### config.mk
export PLATFORM = sky130hd
export DESIGN_NAME = reg_wb_arbiter
export DESIGN_NICKNAME = d
export VERILOG_FILES = /design/src/rtl/reg_pkg.sv /design/src/rtl/wb_fifo.sv /design/src/rtl/reg_wb_arbiter.sv
export SDC_FILE = /design/constraint.sdc
export NUM_CORES = 1
export LEC_CHECK = 0
export CAP_MARGIN = 15
export CORE_AREA = 2 2 127 129
export DETAILED_ROUTE_END_ITERATION = 10
export DIE_AREA = 0 0 129 131
export GPL_ROUTABILITY_DRIVEN = 0
export GPL_TIMING_DRIVEN = 0
export PLACE_DENSITY = 0.73
export SYNTH_ARGS = -nofsm -noshare
export SYNTH_HDL_FRONTEND = slang
export SYNTH_HIERARCHICAL = 1
export SYNTH_SLANG_ARGS = --single-unit
### constraint.sdc
create_clock -name clk -period 3.2 [get_ports clk]
set_clock_uncertainty 0.05 [all_clocks]
set_input_delay 0.64 -clock clk [delete_from_list [all_inputs] [get_ports clk]]
set_output_delay 0.64 -clock clk [all_outputs]
set_load 0.05 [all_outputs]
### src/rtl/reg_pkg.sv
// Shared types and widths for the register-file writeback path.
package reg_pkg;

  localparam int REG_ADDR_W = 5;
  localparam int DATA_W     = 32;
  localparam logic [REG_ADDR_W-1:0] REG_ZERO = 5'd0;

  typedef struct packed {
    logic [REG_ADDR_W-1:0] addr;
    logic [DATA_W-1:0]     data;
  } wb_req_t;

endpackage

### src/rtl/wb_fifo.sv
// Small synchronous FIFO holding MDU writeback requests until a free slot opens.
module wb_fifo
  import reg_pkg::*;
#(
  parameter int DEPTH = 2
) (
  input  logic    clk,
  input  logic    rst_n,
  input  logic    push_i,
  input  wb_req_t din_i,
  input  logic    pop_i,
  output wb_req_t dout_o,
  output logic    full_o,
  output logic    empty_o
);

  localparam int AW = $clog2(DEPTH);

  wb_req_t       mem_q [DEPTH];
  logic [AW:0]   wptr_q, wptr_d;
  logic [AW:0]   rptr_q, rptr_d;
  logic          do_push_s;
  logic          do_pop_s;

  // Extra pointer MSB distinguishes full from empty when the low bits match.
  assign full_o    = (wptr_q[AW] != rptr_q[AW]) && (wptr_q[AW-1:0] == rptr_q[AW-1:0]);
  assign empty_o   = (wptr_q == rptr_q);
  assign do_push_s = push_i && !full_o;
  assign do_pop_s  = pop_i && !empty_o;
  assign dout_o    = mem_q[rptr_q[AW-1:0]];

  always_comb begin
    wptr_d = wptr_q;
    rptr_d = rptr_q;
    if (do_push_s) begin
      wptr_d = wptr_q + {{AW{1'b0}}, 1'b1};
    end else begin
      wptr_d = wptr_q;
    end
    if (do_pop_s) begin
      rptr_d = rptr_q + {{AW{1'b0}}, 1'b1};
    end else begin
      rptr_d = rptr_q;
    end
  end

  always_ff @(posedge clk) begin
    if (!rst_n) begin
      wptr_q <= '0;
      rptr_q <= '0;
    end else begin
      wptr_q <= wptr_d;
      rptr_q <= rptr_d;
    end
  end

  always_ff @(posedge clk) begin
    if (do_push_s) begin
      mem_q[wptr_q[AW-1:0]] <= din_i;
    end
  end

endmodule

### src/rtl/reg_wb_arbiter.sv
// Merges MEM/WB and buffered MDU results onto the register-file write port,
// tracking MDU-pending registers and requesting a stall when MDU results starve.
module reg_wb_arbiter
  import reg_pkg::*;
#(
  parameter int FIFO_DEPTH = 2,
  parameter int STARVE_MAX = 4
) (
  input  logic                  clk,
  input  logic                  rst_n,
  input  logic                  pipe_wr_en,
  input  logic [REG_ADDR_W-1:0] pipe_wr_addr,
  input  logic [DATA_W-1:0]     pipe_wr_data,
  input  logic                  mdu_issue,
  input  logic [REG_ADDR_W-1:0] mdu_issue_addr,
  input  logic                  mdu_res_valid,
  input  logic [REG_ADDR_W-1:0] mdu_res_addr,
  input  logic [DATA_W-1:0]     mdu_res_data,
  output logic                  mdu_res_ready,
  output logic                  r3_wr,
  output logic [REG_ADDR_W-1:0] r3_addr,
  output logic [DATA_W-1:0]     r3_din,
  output logic [31:0]           busy,
  output logic                  stall_req,
  output logic                  waw_err
);

  localparam int CW = $clog2(STARVE_MAX) + 1;
  localparam logic [CW-1:0] CNT_LAST = CW'(STARVE_MAX - 1);

  wb_req_t               head_s;
  wb_req_t               res_s;
  logic                  full_s;
  logic                  empty_s;
  logic                  pipe_live_s;
  logic                  push_s;
  logic                  pop_s;
  logic                  waw_hit_s;

  logic                  r3_wr_q,   r3_wr_d;
  logic [REG_ADDR_W-1:0] r3_addr_q, r3_addr_d;
  logic [DATA_W-1:0]     r3_din_q,  r3_din_d;
  logic [31:0]           busy_q,    busy_d;
  logic                  stall_q,   stall_d;
  logic                  waw_q,     waw_d;
  logic [CW-1:0]         cnt_q,     cnt_d;

  assign res_s.addr    = mdu_res_addr;
  assign res_s.data    = mdu_res_data;
  assign mdu_res_ready = !full_s;
  assign pipe_live_s   = pipe_wr_en && (pipe_wr_addr != REG_ZERO);
  assign push_s        = mdu_res_valid && !full_s;
  assign pop_s         = !pipe_live_s && !empty_s;

  wb_fifo #(.DEPTH(FIFO_DEPTH)) u_fifo (
    .clk     (clk),
    .rst_n   (rst_n),
    .push_i  (push_s),
    .din_i   (res_s),
    .pop_i   (pop_s),
    .dout_o  (head_s),
    .full_o  (full_s),
    .empty_o (empty_s)
  );

  // Write-port selection, scoreboard, protocol check and starvation tracking.
  always_comb begin
    r3_wr_d   = 1'b0;
    r3_addr_d = r3_addr_q;
    r3_din_d  = r3_din_q;
    busy_d    = busy_q;
    cnt_d     = cnt_q;
    stall_d   = stall_q;

    if (pipe_live_s) begin
      r3_wr_d   = 1'b1;
      r3_addr_d = pipe_wr_addr;
      r3_din_d  = pipe_wr_data;
    end else if (pop_s && (head_s.addr != REG_ZERO)) begin
      r3_wr_d   = 1'b1;
      r3_addr_d = head_s.addr;
      r3_din_d  = head_s.data;
    end else begin
      r3_wr_d   = 1'b0;
    end

    // Clear before set so an issue to the register being retired keeps it busy.
    if (pop_s && (head_s.addr != REG_ZERO)) begin
      busy_d[head_s.addr] = 1'b0;
    end else begin
      busy_d = busy_q;
    end
    if (mdu_issue && (mdu_issue_addr != REG_ZERO)) begin
      busy_d[mdu_issue_addr] = 1'b1;
    end else begin
      busy_d[0] = 1'b0;
    end
    busy_d[0] = 1'b0;

    waw_hit_s = (pipe_live_s && busy_q[pipe_wr_addr])
              || (mdu_issue && (mdu_issue_addr != REG_ZERO) && busy_q[mdu_issue_addr]
                  && !(pop_s && (head_s.addr == mdu_issue_addr)))
              || (mdu_res_valid && !busy_q[mdu_res_addr]);
    waw_d = waw_q || waw_hit_s;

    if (empty_s || pop_s) begin
      cnt_d   = '0;
      stall_d = 1'b0;
    end else if (pipe_live_s) begin
      if (cnt_q == CNT_LAST) begin
        cnt_d   = cnt_q;
        stall_d = 1'b1;
      end else begin
        cnt_d   = cnt_q + {{(CW-1){1'b0}}, 1'b1};
        stall_d = stall_q;
      end
    end else begin
      cnt_d   = cnt_q;
      stall_d = stall_q;
    end
  end

  always_ff @(posedge clk) begin
    if (!rst_n) begin
      r3_wr_q   <= 1'b0;
      r3_addr_q <= '0;
      r3_din_q  <= '0;
      busy_q    <= '0;
      stall_q   <= 1'b0;
      waw_q     <= 1'b0;
      cnt_q     <= '0;
    end else begin
      r3_wr_q   <= r3_wr_d;
      r3_addr_q <= r3_addr_d;
      r3_din_q  <= r3_din_d;
      busy_q    <= busy_d;
      stall_q   <= stall_d;
      waw_q     <= waw_d;
      cnt_q     <= cnt_d;
    end
  end

  assign r3_wr     = r3_wr_q;
  assign r3_addr   = r3_addr_q;
  assign r3_din    = r3_din_q;
  assign busy      = busy_q;
  assign stall_req = stall_q;
  assign waw_err   = waw_q;

endmodule

==> run_results.csv <==
group,metric,value,unit
placed_design,dpl.hpwl,14.52,mm
logic_synthesis,ys_seq_area_share,54.44,%
sta,tightest_slew,0.7322,ns
detailed_routing,drt_iter0_markers,519,
logic_synthesis,yosys_register_bits,153,
sta,whs,0.4377,ns
floorplan,ios,157,
setup_path,cp_num_cells,7,
setup_path,cp-start-kind,"input port",
sta,rsz0062_at_grt,"no",
detailed_routing,ant_nets,0,
power,leakage,3.270,nW
logic_synthesis,syn_area,0.006987,mm²
power,finalPower,0.006096,W
logic_synthesis,synth.avg_cell_area,11.45,µm²
power,clkPwrFrac,34.5,%
setup_path,slowest_delay,0.58,ns
floorplan,core_area,0.01560,mm²
clocking,clk_latency,0.42,ns
detailed_routing,vias,5825,
placed_design,portBuffers,153,
setup_path,rrSetupSlack,0.25,ns
floorplan,die_w,129,µm
setup_path,cp-endpoint,"busy[29]",
logic_synthesis,synth_top_area_share,31.81,%
logic_synthesis,yosys.area.top_type,"edfxtp_1",
grt,grt_pass1_wl,31.25,mm
sta,slew_headroom,51.01,%
clocking,cts-root-buf,"clkbuf_16",
sta,clock.fmax,320.6,MHz
detailed_routing,routed_wirelength,20.41,mm
logic_synthesis,synth.area.top_cells,"edfxtp_1 32%, dfxtp_1 23%, mux2i_1 7.7%",
detailed_routing,routedWlPerCell,20.21,µm
layout,final_area,0.009467,mm²
clocking,cts_buffer_depth,2,
setup_path,cp_max_fo,11,
layout,n_antenna_cell,0,
clocking,clkSinkCount,153,
sta,final_max_slew_viol_count,0,
clocking,cts_tree,"built",
clocking,h-tree-depth,4,
logic_synthesis,synthCells,610,
floorplan,fp.dieArea,0.01690,mm²
floorplan,initial_core_util,44.79,%
floorplan,num_rows,46,
setup_path,ff2ff_path_depth,10,
logic_synthesis,synth-edff-count,74,
grt,globalRoute.totalOverflow,0,
setup_path,crit_type,"input port to flip-flop",
hold_path,hp-class,"flip-flop to flip-flop",
logic_synthesis,yosysWarnings,6,
power,intPower,0.004303,W
power,power_frac_seq,39.1,%
clocking,clk_pin_slew,0.06,ns
logic_synthesis,synthArstFlopShare,0,%
run,cap_violations,0,
setup_path,worst-path-buf-inv,1,
power,pwr-share-comb,26.5,%
layout,syn_to_final_growth,35.49,%
clocking,post_cts_buffers,0,
sta,setup_violations,0,
detailed_routing,dr.pass1.iters,5,
power,swShare,29.42,%
sta,finalCritPeriodShare,97.47,%
logic_synthesis,synth_cell_types,50,
status,status,"completed",
sta,hold_viol,0,
setup_path,critPathLaunch,"pipe_wr_addr[3]",
detailed_routing,vias_per_cell,5.767,
setup_path,arrival,3.36,ns
power,powerDensity,644.0,mW/mm²
grt,grt_max_degree,38,
layout,final_layout_size_suffix_gt1_share,13.48,%
setup_path,crit_family,"simple AND/OR/NAND/NOR gates",
setup_path,critPathCaptureType,"flip-flop",
sta,finalCriticalPeriod,3.119,ns
grt,grtUsageTotal,24.36,%
sta,setup-tns-final,0,ns
power,ir_worst_vdd,0.4470,mV
floorplan,die_h,131,µm
clocking,cts_buffers,17,
grt,first_global_vias,5913,
layout,finalNetCount,868,
grt,antenna_found_initial,0,
setup_path,cpMaxStageDelayCell,"clkdlybuf4s50_1",
setup_path,r2r_end,"r3_din[18]",
setup_path,cp_data_required_time,3.44,ns
logic_synthesis,synth_nets,696,
logic_synthesis,synth-main-ff-cell,"dfxtp_1",
power,p_switching,0.001793,W
setup_path,crit_chain,"clkdlybuf4s50_1 > or2_1 > o41a_1 > nor2_2 > nand3b_1 > o21ai_0 > a21oi_1",
detailed_routing,drc_errors,0,
placed_design,place_area,0.008841,mm²
[synth_stat cells (all sizes together) (2+ instances only)]
cell type and number:
nor2b 7, o21ai 37, a311oi 2, a31oi 3, and3b 2, dfxtp 79
nand3b 6, xnor2 4, nand3 7, or3b 2, a211oi 35, nor3 5
xor2 5, a21boi 2, a21oi 39, nand2 49, o311ai 2, clkbuf 22
mux2 40, o41ai 2, mux4 15, nor2 63, inv 7, edfxtp 74
nor4 2, a22oi 3, and3 2, o31ai 2, ha 2, a221oi 2
mux2i 54, nand2b 2, buf 20, or3 3
[flip-flops by register name, indices dropped and copies added, names as in the netlist, named ones only]
signal and flops:
u_fifo/rptr_q 2, u_fifo/mem_q 74, r3_wr 1, r3_din 32, u_fifo/wptr_q 2, waw_err 1, r3_addr 5, busy 31
stall_req 1, cnt_q 3
[worst min path at each step]
stage          startpoint   endpoint  slack [ns]  cells past startpoint
5_1_grt         stall_req  stall_req        0.50                      2
6_report        stall_req  stall_req        0.44                      2
2_1_floorplan    cnt_q[2]   cnt_q[2]        0.40                      2
3_3_place_gp     cnt_q[2]   cnt_q[2]        0.42                      2
4_1_cts         stall_req  stall_req        0.44                      2
3_5_place_dp    stall_req  stall_req        0.42                      2
[worst reg2reg max path, stage by stage, from the launching register on]
cell and delay [ns]:
dfxtp_1 0.30, buf_4 0.20, buf_4 0.23, mux2_2 0.48, or3_1 0.50, nor3_2 0.20
nor3_2 0.08, buf_4 0.22, buf_6 0.18, mux2i_1 0.13, a211oi_1 0.27
[layer usage]
layer  global-route usage, %  wire length [µm]  up-vias
met4                   9.591               468        0
li1                        -                 -     2606
met5                       0                 0        -
met1                   29.95              7990     2829
met3                   6.067              1959       49
met2                   41.46              9990      341
[per-stage QoR]
stage / setup WS (ns) / util [%] / cells
floorplan: 0.4576 / - / 610
global placement: -0.4697 / 56.37 / 979
detailed placement: -0.5031 / 56.68 / 981
CTS: 0.009085 / 60.68 / 1011
global route: 0.02832 / 60.69 / 1010
finish: 0.08082 / 60.69 / 1010
[power groups by stage]
stage	registers (W)	clock network, W	logic (W)
floorplan	0.00263	0	0.000829
global placement	0.00242	0	0.00152
detailed placement	0.00242	0	0.00159
CTS	0.00238	0.00213	0.00161
global route	0.00240	0.00221	0.00171
finish	0.00238	0.00210	0.00161
[layout make-up]
| cell class | instances | area (µm²) |
|---|---|---|
| Multi-Input combinational cell | 408 | 2978 |
| Inverter | 7 | 26.28 |
| Clock inverter | 9 | 145.1 |
| Buffer | 40 | 197.7 |
| Timing Repair Buffer | 155 | 1572 |
| Clock buffer | 22 | 474.2 |
| Sequential cell | 153 | 3804 |
| Fill cell | 1288 | 6131 |
| Tap cell | 216 | 270.3 |
[cell usage in the layout (no fill, tap or decap), drive strengths merged, types with 3 or more instances in the layout]
| cell type | synthesis | final |
|---|---|---|
| clkdlybuf4s50 | 0 | 153 |
| dfxtp | 79 | 79 |
| edfxtp | 74 | 74 |
| nor2 | 63 | 63 |
| mux2i | 54 | 54 |
| nand2 | 49 | 49 |
| clkbuf | 22 | 42 |
| mux2 | 40 | 40 |
| a21oi | 39 | 39 |
| o21ai | 37 | 37 |
| a211oi | 35 | 35 |
| buf | 20 | 22 |
| mux4 | 15 | 15 |
| inv | 7 | 7 |
| nor2b | 7 | 7 |
| nand3 | 7 | 7 |
| nand3b | 6 | 6 |
| xor2 | 5 | 5 |
| nor3 | 5 | 5 |
| xnor2 | 4 | 4 |
| bufinv | 0 | 4 |
| clkinv | 0 | 4 |
| or3 | 3 | 3 |
| a22oi | 3 | 3 |
| a31oi | 3 | 3 |
[what timing repair did]
item | CTS | global route
hold buffers | 0 | 0
endpoints found under the setup margin | 36 | 29
gates cloned | 0 | 0
resized for setup | 3 | 3
endpoints found under the hold margin | 0 | 0
[cell families after synthesis]
family	count (synthesis)	synth area share, %
compound gates	133	11.77
xor+xnor	9	1.236
fa+ha+maj	2	0.3581
buf+inv	49	3.224
flops	153	54.44
mux	109	19.02
other cells	1	0.05367
simple gates	154	9.904
No activity file was read; power rests on OpenSTA's default activity.
